==> src/rtl/piso_ctrl.sv <==
`default_nettype none
// ============================================================================
// Module      : piso_ctrl
// Description : Feeds buffered words into an external PISO shifter, frames the
//               serial bits and recaptures them for loop-back comparison.
// Revision    : 1.0 - initial release
// ============================================================================
module piso_ctrl #(
   parameter int WIDTH = 4,
   parameter int GAP   = 1
) (
   input  logic             clk,
   input  logic             rst,
   input  logic             in_valid,
   input  logic [WIDTH-1:0] in_data,
   output logic             in_ready,
   output logic             sel,
   output logic [WIDTH-1:0] pin,
   input  logic             sout,
   output logic             frame_valid,
   output logic             done,
   output logic             busy,
   output logic [WIDTH-1:0] cap_data,
   output logic             cap_valid,
   output logic             mismatch
);

   localparam int                   c_cnt_w    = (WIDTH > 1) ? $clog2(WIDTH) : 1;
   localparam logic [c_cnt_w-1:0]   c_last_bit = c_cnt_w'(WIDTH - 1);
   localparam logic [3:0]           c_gap_last = 4'((GAP > 0) ? GAP - 1 : 0);

   typedef enum logic [1:0] {
      S_IDLE  = 2'd0,
      S_LOAD  = 2'd1,
      S_SHIFT = 2'd2,
      S_GAP   = 2'd3
   } state_t;

   state_t             r_state;
   state_t             w_state_nxt;
   logic [1:0]         r_count;
   logic [WIDTH-1:0]   r_mem [2];
   logic [WIDTH-1:0]   r_sent;
   logic [WIDTH-2:0]   r_cap_shift;
   logic [WIDTH-1:0]   r_cap_data;
   logic               r_cap_valid;
   logic               r_mismatch;
   logic [c_cnt_w-1:0] r_bit_cnt;
   logic [3:0]         r_gap_cnt;
   logic               w_push;
   logic               w_pop;
   logic               w_wr_idx;
   logic               w_last_bit;
   logic [WIDTH-1:0]   w_cap_word;

   assign in_ready   = ~rst & (r_count != 2'd2);
   assign w_push     = in_valid & in_ready;
   assign w_pop      = (r_state == S_LOAD);
   // A pop in the same cycle frees slot 0, so the incoming word lands there.
   assign w_wr_idx   = (r_count == 2'd1) & ~w_pop;
   assign w_last_bit = (r_bit_cnt == c_last_bit);
   assign w_cap_word = {r_cap_shift, sout};

   always_ff @(posedge clk) begin
      if (rst) begin
         r_count  <= 2'd0;
         r_mem[0] <= '0;
         r_mem[1] <= '0;
      end else begin
         if (w_pop)
            r_mem[0] <= r_mem[1];
         if (w_push)
            r_mem[w_wr_idx] <= in_data;
         r_count <= r_count + {1'b0, w_push} - {1'b0, w_pop};
      end
   end

   always_ff @(posedge clk) begin
      if (rst) begin
         r_state     <= S_IDLE;
         r_bit_cnt   <= '0;
         r_gap_cnt   <= 4'd0;
         r_sent      <= '0;
         r_cap_shift <= '0;
         r_cap_data  <= '0;
         r_cap_valid <= 1'b0;
         r_mismatch  <= 1'b0;
      end else begin
         r_state     <= w_state_nxt;
         r_cap_valid <= 1'b0;
         case (r_state)
            S_LOAD: begin
               r_sent    <= r_mem[0];
               r_bit_cnt <= '0;
            end
            S_SHIFT: begin
               r_cap_shift <= w_cap_word[WIDTH-2:0];
               r_gap_cnt   <= 4'd0;
               if (w_last_bit) begin
                  r_bit_cnt   <= '0;
                  r_cap_data  <= w_cap_word;
                  r_cap_valid <= 1'b1;
                  r_mismatch  <= (w_cap_word != r_sent);
               end else begin
                  r_bit_cnt <= r_bit_cnt + 1'b1;
               end
            end
            S_GAP:   r_gap_cnt <= r_gap_cnt + 4'd1;
            default: ;
         endcase
      end
   end

   always_comb begin
      w_state_nxt = r_state;
      sel         = 1'b1;
      pin         = '0;
      frame_valid = 1'b0;
      done        = 1'b0;
      case (r_state)
         S_IDLE: begin
            if (r_count != 2'd0)
               w_state_nxt = S_LOAD;
         end
         S_LOAD: begin
            sel         = 1'b0;
            pin         = r_mem[0];
            w_state_nxt = S_SHIFT;
         end
         S_SHIFT: begin
            frame_valid = 1'b1;
            done        = w_last_bit;
            if (w_last_bit) begin
               if (GAP > 0)
                  w_state_nxt = S_GAP;
               else
                  w_state_nxt = (r_count != 2'd0) ? S_LOAD : S_IDLE;
            end
         end
         S_GAP: begin
            if (r_gap_cnt == c_gap_last)
               w_state_nxt = (r_count != 2'd0) ? S_LOAD : S_IDLE;
         end
         default: w_state_nxt = S_IDLE;
      endcase
   end

   assign busy      = (r_state != S_IDLE);
   assign cap_data  = r_cap_data;
   assign cap_valid = r_cap_valid;
   assign mismatch  = r_mismatch;

endmodule
`default_nettype wire

==> config.mk <==
export PLATFORM = sky130hd
export DESIGN_NAME = piso_ctrl
export DESIGN_NICKNAME = d
export VERILOG_FILES = /design/src/rtl/piso_ctrl.sv
export SDC_FILE = /design/constraint.sdc
export NUM_CORES = 1
export LEC_CHECK = 0
export CORE_UTILIZATION = 35
export CTS_BUF_LIST = sky130_fd_sc_hd__clkbuf_4
export DETAILED_ROUTE_END_ITERATION = 10
export GPL_TIMING_DRIVEN = 0
export PLACE_DENSITY_LB_ADDON = 0.12
export SYNTH_ARGS = -nofsm -noshare
export SYNTH_HDL_FRONTEND = slang
export SYNTH_SLANG_ARGS = --single-unit
==> constraint.sdc <==
create_clock -name clk -period 2.17 [get_ports clk]
set_clock_uncertainty 0.1 [all_clocks]
set_input_delay 0.3255 -clock clk [delete_from_list [all_inputs] [get_ports clk]]
set_output_delay 0.3255 -clock clk [all_outputs]
set_load 0.01 [all_outputs]
Word-level counts from Yosys, hierarchy flattened

Memory sizes are Yosys's and may differ from the RTL's.
Index checks and enable logic that the tools add are counted.

Flip-flop bits (word level): 23
Input bits: 8
Memories: 1
RAM bits: 8
Output and inout port bits: 15

Equality and inequality tests: 10
Multiplexer cells: 25
Reduce and logical (&&, ||, !) cells: 10
Add/sub/neg operators: 4
Bitwise operators: 7

Memories:

| name  | words | bits a word | rd ports | clocked after memory_dff | wr ports | RTL line | text |
|---|---|---|---|---|---|---|---|
| r_mem | 2     | 4           | 2        | 0                        | 2        | 42       | `logic [WIDTH-1:0] r_mem [2];` |

Operator list:

| kind                                                            | number |
|---|---|
| 1-bit 2-to-1 mux                                                | 15 |
| 4-bit 2-to-1 mux                                                | 3 |
| 2-bit 2-to-1 mux                                                | 4 |
| 2-bit != test, second input constant                            | 4 |
| 2-bit case mux with 4 select lines                              | 1 |
| 4-bit case mux with 2 select lines                              | 1 |
| 2-bit nonzero test                                              | 4 |
| 2-bit == test, second input constant                            | 3 |
| 4-bit by 1-bit adder with 4-bit output, second input constant   | 1 |
| 2-bit by 1-bit == test with 1-bit output, second input constant | 2 |
| 4-bit logical NOT                                               | 1 |
| 4-bit != test                                                   | 1 |
| 2-bit case mux with 2 select lines                              | 1 |
| 4-bit OR reduction                                              | 1 |
| 1-bit AND                                                       | 3 |
| 1-bit inverter                                                  | 3 |
| 3-bit AND reduction                                             | 1 |
| 2-bit by 1-bit adder with 2-bit output                          | 1 |
| 2-bit by 1-bit adder with 2-bit output, second input constant   | 1 |
| 2-bit logical NOT                                               | 1 |
| 2-bit AND reduction                                             | 1 |
| 2-bit OR reduction                                              | 1 |
| 2-bit by 1-bit subtractor with 2-bit output                     | 1 |
| 1-bit OR                                                        | 1 |

Logic depth before layout (Yosys ltp)

Gate-level depths: netlist (run 1).

Depth in word-level cells: 8
Gate-level depth with buffers: 7
Depth with buffers taken out: 7

Worst setup path after synthesis (run 1)

No wires, ideal clock.

Path type: reg-to-reg
From: register r_state[1]
To: memory r_mem[0][0] (enable)
Stages on the path, launching flop included: 6
Required time: 1797 ps
Path buffers: 0
Arrival time: 1474 ps
Clock period less this slack: 1847 ps
Setup slack: 323 ps
Cell sequence: dfxtp_1 -> inv_1 -> ha_1 -> nor3b_1 -> nor3_2 -> or3_1

RTL lines:

| item                   | RTL line | text |
|---|---|---|
| start, declared        | 39       | `state_t r_state;` |
| start signal, assigned | 89       | `r_state <= w_state_nxt;` |
| end, declared          | 42       |  |

Worst setup path after layout (run 1)

From: register r_state[1]
To: output port pin[2]

Cells in the longest elaborated chain, start to end: 2

Ends and longest elaborated chain:

| item                                     | RTL line | text |
|---|---|---|
| 2-bit by 1-bit == test with 1-bit output | 120      | `case (r_state)` |
| 4-bit 2-to-1 mux                         | 120      |  |
| end, declared                            | 18       | `output logic [WIDTH-1:0] pin,` |

Every way passes these cells.

==> impl_metrics.py, run 1 <==
metrics = {
    "cells_and_area": {
        "ff_latch_area_um2": 706,
        "drive_gt1_share_pct": 11.2,
        "diodes": 0,
        "fin_area_um2": 1910,
        "synthToLayoutAreaGrowth_pct": 27.8,
        "multi_input_area_um2": 759,
        "finalNetCount": 204,
        "fillers": 382,
    },
    "floorplan": {
        "start_util_pct": 36.8,
        "core_area_um2": 4060,
        "fp.dieW_um": 67.3,
        "die-area_um2": 4530,
        "core.rowCount": 23,
        "fp.dieH_um": 67.3,
        "io_pins": 23,
    },
    "drt": {
        "vias": 1111,
        "drc": 0,
        "drtPass1Iterations": 4,
        "vias_per_cell": 4.69,
        "totalWireLength_mm": 2.78,
        "routedWlPerCell_um": 11.7,
        "drtIter0Drc": 49,
        "ant_nets": 0,
    },
    "job": {
        "cap_violations": 0,
    },
    "yosys": {
        "syn_nets": 175,
        "syn_area_per_cell_um2": 9.50,
        "synth_adder_area_share_pct": 8.39,
        "synth_compound_area_share_pct": 7.89,
        "yosysSeqAreaShare_pct": 47.0,
        "netlist_area_um2": 1490,
        "synthSimpleGateAreaFrac_pct": 21.0,
        "synth_edf_count": 8,
        "synth_top_family_by_area": "simple AND/OR/NAND/NOR gates",
        "ys.flop_type": "dfxtp_1",
        "synth_cells": 157,
        "yosysUniqueCellTypes": 31,
        "yosys_warnings": 0,
        "yosys_register_bits": 31,
        "async_reset_ff_share_pct": 0,
        "synth_xor_area_share_pct": 3.52,
        "synthMuxAreaShare_pct": 7.47,
    },
    "sta": {
        "setup_viol_count_final": 0,
        "finalMaxSlewViolations": 0,
        "post-route-min-period_ns": 2.06,
        "fmax_ghz": 0.485,
        "finalHoldViolations": 0,
        "fin_crit_sh_pct": 95.0,
        "rsz0062_at_grt": "no",
        "worst_pin_slew_ns": 0.505,
        "slew-limit-headroom_pct": 66.3,
    },
    "placement": {
        "portBuffers": 22,
        "gp_congestion": 0.702,
        "hpwl_mm": 2.04,
        "placed_cell_area_um2": 1770,
    },
    "critical_path": {
        "critPathMaxFanout": 6,
        "crit_type": "flop to output port",
        "crit_path_start_kind": "flop",
        "cp.required_ns": 1.74,
        "crit_buf_inv": 2,
        "end_kind": "output port",
        "crit_slowest_cell": "clkdlybuf4s50_1",
        "critical-path-max-stage-delay_ns": 0.53,
        "cp_top_family": "buffers and inverters",
        "arrival_ns": 1.64,
        "cp_cell_sequence": "inv_2 > ha_4 > and2_1 > clkdlybuf4s50_1",
    },
    "clock_network": {
        "htreeDepth": 2,
        "worst_skew_pair.late_latency_ns": 0.33,
        "numCtsBuffers": 5,
        "clkSinkCount": 31,
        "cts_tree": "built",
        "path_clk_slew_ns": 0.10,
        "ctsHoldBuffers": 0,
        "clockRootBuffer": "clkbuf_4",
        "cts_buffer_depth": 2,
    },
    "pwr": {
        "power_uw": 1900,
        "ir_worst_vdd_mv": 0.498,
        "powerDensity_nw_per_um2": 998,
        "power_leakage_uw": 0.000802,
    },
    "global_routing": {
        "grt_pass1_wl_mm": 4.54,
        "track_usage_pct": 13.7,
        "antenna_found_initial": 0,
        "grt_pass1_vias": 1038,
        "grt_max_degree": 13,
        "grt-ovfl-total": 0,
    },
    "worst_hold_path": {
        "hold_class": "input port to flop",
    },
    "status": {
        "status": "finished clean",
    },
}
[cells in the mapped netlist, types with 5 or more instances]
master / number / share of area, %
a21oi_1: 13 / 4.4
and2_1: 8 / 3.4
dfxtp_1: 23 / 31
edfxtp_1: 8 / 16
ha_1: 10 / 8.4
inv_1: 13 / 3.3
mux2i_1: 10 / 6.7
nand2_1: 10 / 2.5
nand2b_1: 5 / 2.1
nand3_1: 6 / 2.0
nor2_1: 16 / 4.0
nor2b_1: 5 / 2.1
xnor2_1: 5 / 2.9
[path summary, 6_finish.rpt]
kind | start | end | slack, ns | cells past startpoint
setup / recovery | r_state[1]$_SDFFE_PP0P_ | pin[2] | 0.11 | 4
hold / removal | rst | r_count[0]$_SDFF_PP0_ | 0.22 | 2
setup reg to reg | r_gap_cnt[0]$_SDFFE_PP0P_ | r_state[0]$_SDFFE_PP0P_ | 0.17 | 5
hold reg to reg | cap_data[2]$_SDFFE_PP0P_ | cap_data[2]$_SDFFE_PP0P_ | 0.36 | 2
[cell usage in the layout, fill, tap and decap left out, types with 2 or more instances in the layout]
cell,netlist,layout
dfxtp_1,23,21
clkdlybuf4s50_1,0,17
nor2_1,16,16
a21oi_1,13,13
inv_1,13,11
mux2i_1,10,10
nand2_1,10,9
and2_1,8,8
edfxtp_1,8,8
ha_1,10,7
nand3_1,6,6
nor2b_1,5,5
nand2b_1,5,5
xnor2_1,5,5
clkbuf_4,0,5
dlymetal6s2s_1,0,4
inv_2,1,3
clkbuf_2,0,3
nor3b_1,3,3
ha_4,0,3
or2_1,2,2
clkbuf_1,4,2
o21ai_1,2,2
[report_power, final]
part           total, µW  internal [µW]  switching [µW]
Clock                439            238             201
Sequential           775            695            80.4
Combinational        688            344             344
Total               1900           1280             625
[sequential cells by signal, indices dropped and copies added, names as in the netlist]
signal	cells
r_mem	8
cap_data	4
r_gap_cnt	4
r_sent	4
r_cap_shift	3
r_bit_cnt	2
r_count	2
r_state	2
cap_valid	1
mismatch	1
[repair_timing]
item	4_1_cts	5_1_grt
buffers inserted	0	1
gates resized for setup	6	15
setup endpoints to repair	7	8
[layer usage]
layer	track usage, %	routed length, µm
met5	0	0
met4	5.59	45
met3	5.07	106
met2	23.3	1390
met1	15.5	1240
[per-stage QoR]
stage	std cells	hold slack [ns]	setup TNS, ns	utilization, %	worst slack [ns]
after detailed placement	229	0.349	-0.517	43.7	-0.517
after CTS	236	0.362	-0.393	45.7	-0.0914
after global routing	237	0.265	0	47.0	0.00788
final	237	0.223	0	47.0	0.108
after floorplan	157	0.349	0	-	0.323
after global placement	229	0.343	-0.516	43.7	-0.516
[kinds of logic (layout without fill, tap and decap cells)]
kind of cell / after synthesis / in the layout
buf+inv: 19 / 49
fa+ha+maj: 10 / 10
flops: 31 / 31
xor+xnor: 6 / 6
compound gates: 20 / 20
mux: 11 / 11
simple gates: 60 / 60
[layout make-up]
| cell class | count | area share (%) |
|---|---|---|
| multi-input cells | 107 | 39.9 |
| flip-flops and latches | 31 | 37.0 |
| repair buffers | 23 | 12.1 |
| well taps | 50 | 3.28 |
| inverters | 14 | 2.89 |
| clock inverters | 3 | 2.04 |
| clock buffers | 5 | 1.97 |
| plain buffers | 4 | 0.854 |
Power figures use the tool's default switching activity.
==> run 2, diff against run 1 <==
Settings changed: SKIP_LAST_GASP from default to 1.
==> run 2 against run 1 <==
Worst hold slack worse by 0.0046 ns. Power down 0.45%. Setup slack worse by 0.072 ns. Wire length up 0.40%. Core utilization down 0.43 points. Sequential share of layout area up 0.21 points. First-iteration DRC count up 6.1%. Critical path depth unchanged.
==> impl_metrics.py, run 2 (synthesis gave the netlist of run 1 again) <==
metrics = {
    "status": {
        "status": "finished clean",
    },
    "sta": {
        "finalMaxSlewViolations": 0,
        "setup_viol_count_final": 0,
        "rsz0062_at_grt": "yes",
        "finalHoldViolations": 0,
        "slew-limit-headroom_pct": 65.4,
        "fin_setup_tns_ns": 0,
        "fmax_ghz": 0.469,
        "worst_pin_slew_ns": 0.519,
        "fin_crit_sh_pct": 98.3,
        "post-route-min-period_ns": 2.13,
    },
    "pwr": {
        "power_uw": 1890,
        "ir_worst_vdd_mv": 0.502,
        "power_leakage_uw": 0.000782,
        "powerDensity_nw_per_um2": 1000,
    },
    "clock_network": {
        "cts_buffer_depth": 2,
        "worst_skew_pair.late_latency_ns": 0.33,
        "clkSinkCount": 31,
        "numCtsBuffers": 5,
        "htreeDepth": 2,
        "path_clk_slew_ns": 0.10,
        "ctsHoldBuffers": 0,
        "cts_tree": "built",
        "clockRootBuffer": "clkbuf_4",
    },
    "floorplan": {
        "core_area_um2": 4060,
        "die-area_um2": 4530,
        "fp.dieH_um": 67.3,
        "core.rowCount": 23,
        "fp.dieW_um": 67.3,
        "start_util_pct": 36.8,
        "io_pins": 23,
    },
    "drt": {
        "vias_per_cell": 4.72,
        "vias": 1118,
        "routedWlPerCell_um": 11.8,
        "ant_nets": 0,
        "totalWireLength_mm": 2.80,
        "drtIter0Drc": 52,
        "drtPass1Iterations": 4,
        "drc": 0,
    },
    "critical_path": {
        "startpoint": "r_bit_cnt[0]$_SDFFE_PP0P_",
        "cp_top_family": "buffers and inverters",
        "crit_slowest_cell": "clkdlybuf4s50_1",
        "rr_worst_depth": 5,
        "crit_path_start_kind": "flop",
        "crit_type": "flop to output port",
        "setup.worst_path.end": "done",
        "cp.required_ns": 1.74,
        "end_kind": "output port",
        "reg2reg_from": "r_gap_cnt[0]$_SDFFE_PP0P_",
        "critPathMaxFanout": 8,
        "cp_cell_sequence": "ha_2 > nand2_2 > inv_1 > clkdlybuf4s50_1",
        "arrival_ns": 1.71,
        "critical-path-max-stage-delay_ns": 0.52,
        "rr_endpoint": "r_state[0]$_SDFFE_PP0P_",
        "ff2ff_setup_slack_ns": 0.16,
        "crit_buf_inv": 2,
        "cp_num_cells": 4,
    },
    "global_routing": {
        "met2_usage_pct": 23.0,
        "use_met3_pct": 5.07,
        "grt_util_met1_pct": 15.6,
        "top_usage_layer": "met2",
        "grt_max_degree": 13,
        "antenna_found_initial": 0,
        "grt_pass1_vias": 1029,
        "grt-ovfl-total": 0,
        "grt_pass1_wl_mm": 4.53,
        "track_usage_pct": 13.7,
    },
    "cells_and_area": {
        "drive_gt1_share_pct": 11.2,
        "final_cell_mix": "21 x dfxtp_1, 18 x clkdlybuf4s50_1, 16 x nor2_1",
        "final_common_cell": "dfxtp_1",
        "synthToLayoutAreaGrowth_pct": 26.6,
        "finalNetCount": 204,
        "largest_reg_flops": 8,
        "diodes": 0,
        "largest_register": "r_mem",
    },
    "placement": {
        "gp_congestion": 0.702,
        "hpwl_mm": 2.04,
        "portBuffers": 22,
    },
    "worst_hold_path": {
        "worstHoldStart": "rst",
        "hold_class": "input port to flop",
    },
    "job": {
        "cap_violations": 0,
    },
}
## run 2: cell types whose count changed in the layout (fill, tap and decap cells not counted), sizes merged
cell,before,now
clkdlybuf4s50,17,18
dlymetal6s2s,4,3
## run 2: cell type report
cell class | count | area [µm²]
fillers | 383 | 2170
multi-input cells | 107 | 749
flip-flops and latches | 31 | 703
repair buffers | 23 | 228
well taps | 50 | 62.6
inverters | 14 | 52.6
clock inverters | 3 | 38.8
clock buffers | 5 | 37.5
plain buffers | 4 | 16.3
## run 2: metal layers
metal / share of wire, % / vias up
met5: 0 / -
met4: 1.6 / 0
li1: - / 583
met2: 49 / 19
met3: 3.5 / 6
met1: 46 / 510
## run 2: timing repair
action                                  4_1_cts  5_1_grt
setup buffers                                 0        1
gates resized for setup                       5       12
endpoints found under the setup margin        7        9
## run 2: stage by stage
stage               instance area [µm²]  setup WS, ns  util [%]  hold WS (ns)  std cells
CTS                                1850        -0.153      45.7         0.362        236
floorplan                          1490         0.323         -         0.349        157
detailed placement                 1770        -0.517      43.7         0.349        229
global route                       1890       -0.0547      46.5         0.265        237
finish                             1890        0.0360      46.5         0.219        237
global placement                   1770        -0.516      43.7         0.343        229
## run 2: power by group
group	switching (µW)	leakage [µW]	internal (µW)
Clock	203	0.0000453	238
Sequential	76.3	0.000272	691
Combinational	344	0.000465	341
## run 2: worst min path at each step
stage | end | slack, ns | cells past startpoint
after floorplan | r_bit_cnt[1]$_SDFFE_PP0P_ | 0.35 | 2
after global placement | cap_data[0]$_SDFFE_PP0P_ | 0.34 | 2
after detailed placement | cap_data[1]$_SDFFE_PP0P_ | 0.35 | 2
after CTS | cap_data[1]$_SDFFE_PP0P_ | 0.36 | 2
after global routing | r_gap_cnt[3]$_SDFFE_PP0P_ | 0.27 | 2
final | r_count[0]$_SDFF_PP0_ | 0.22 | 2
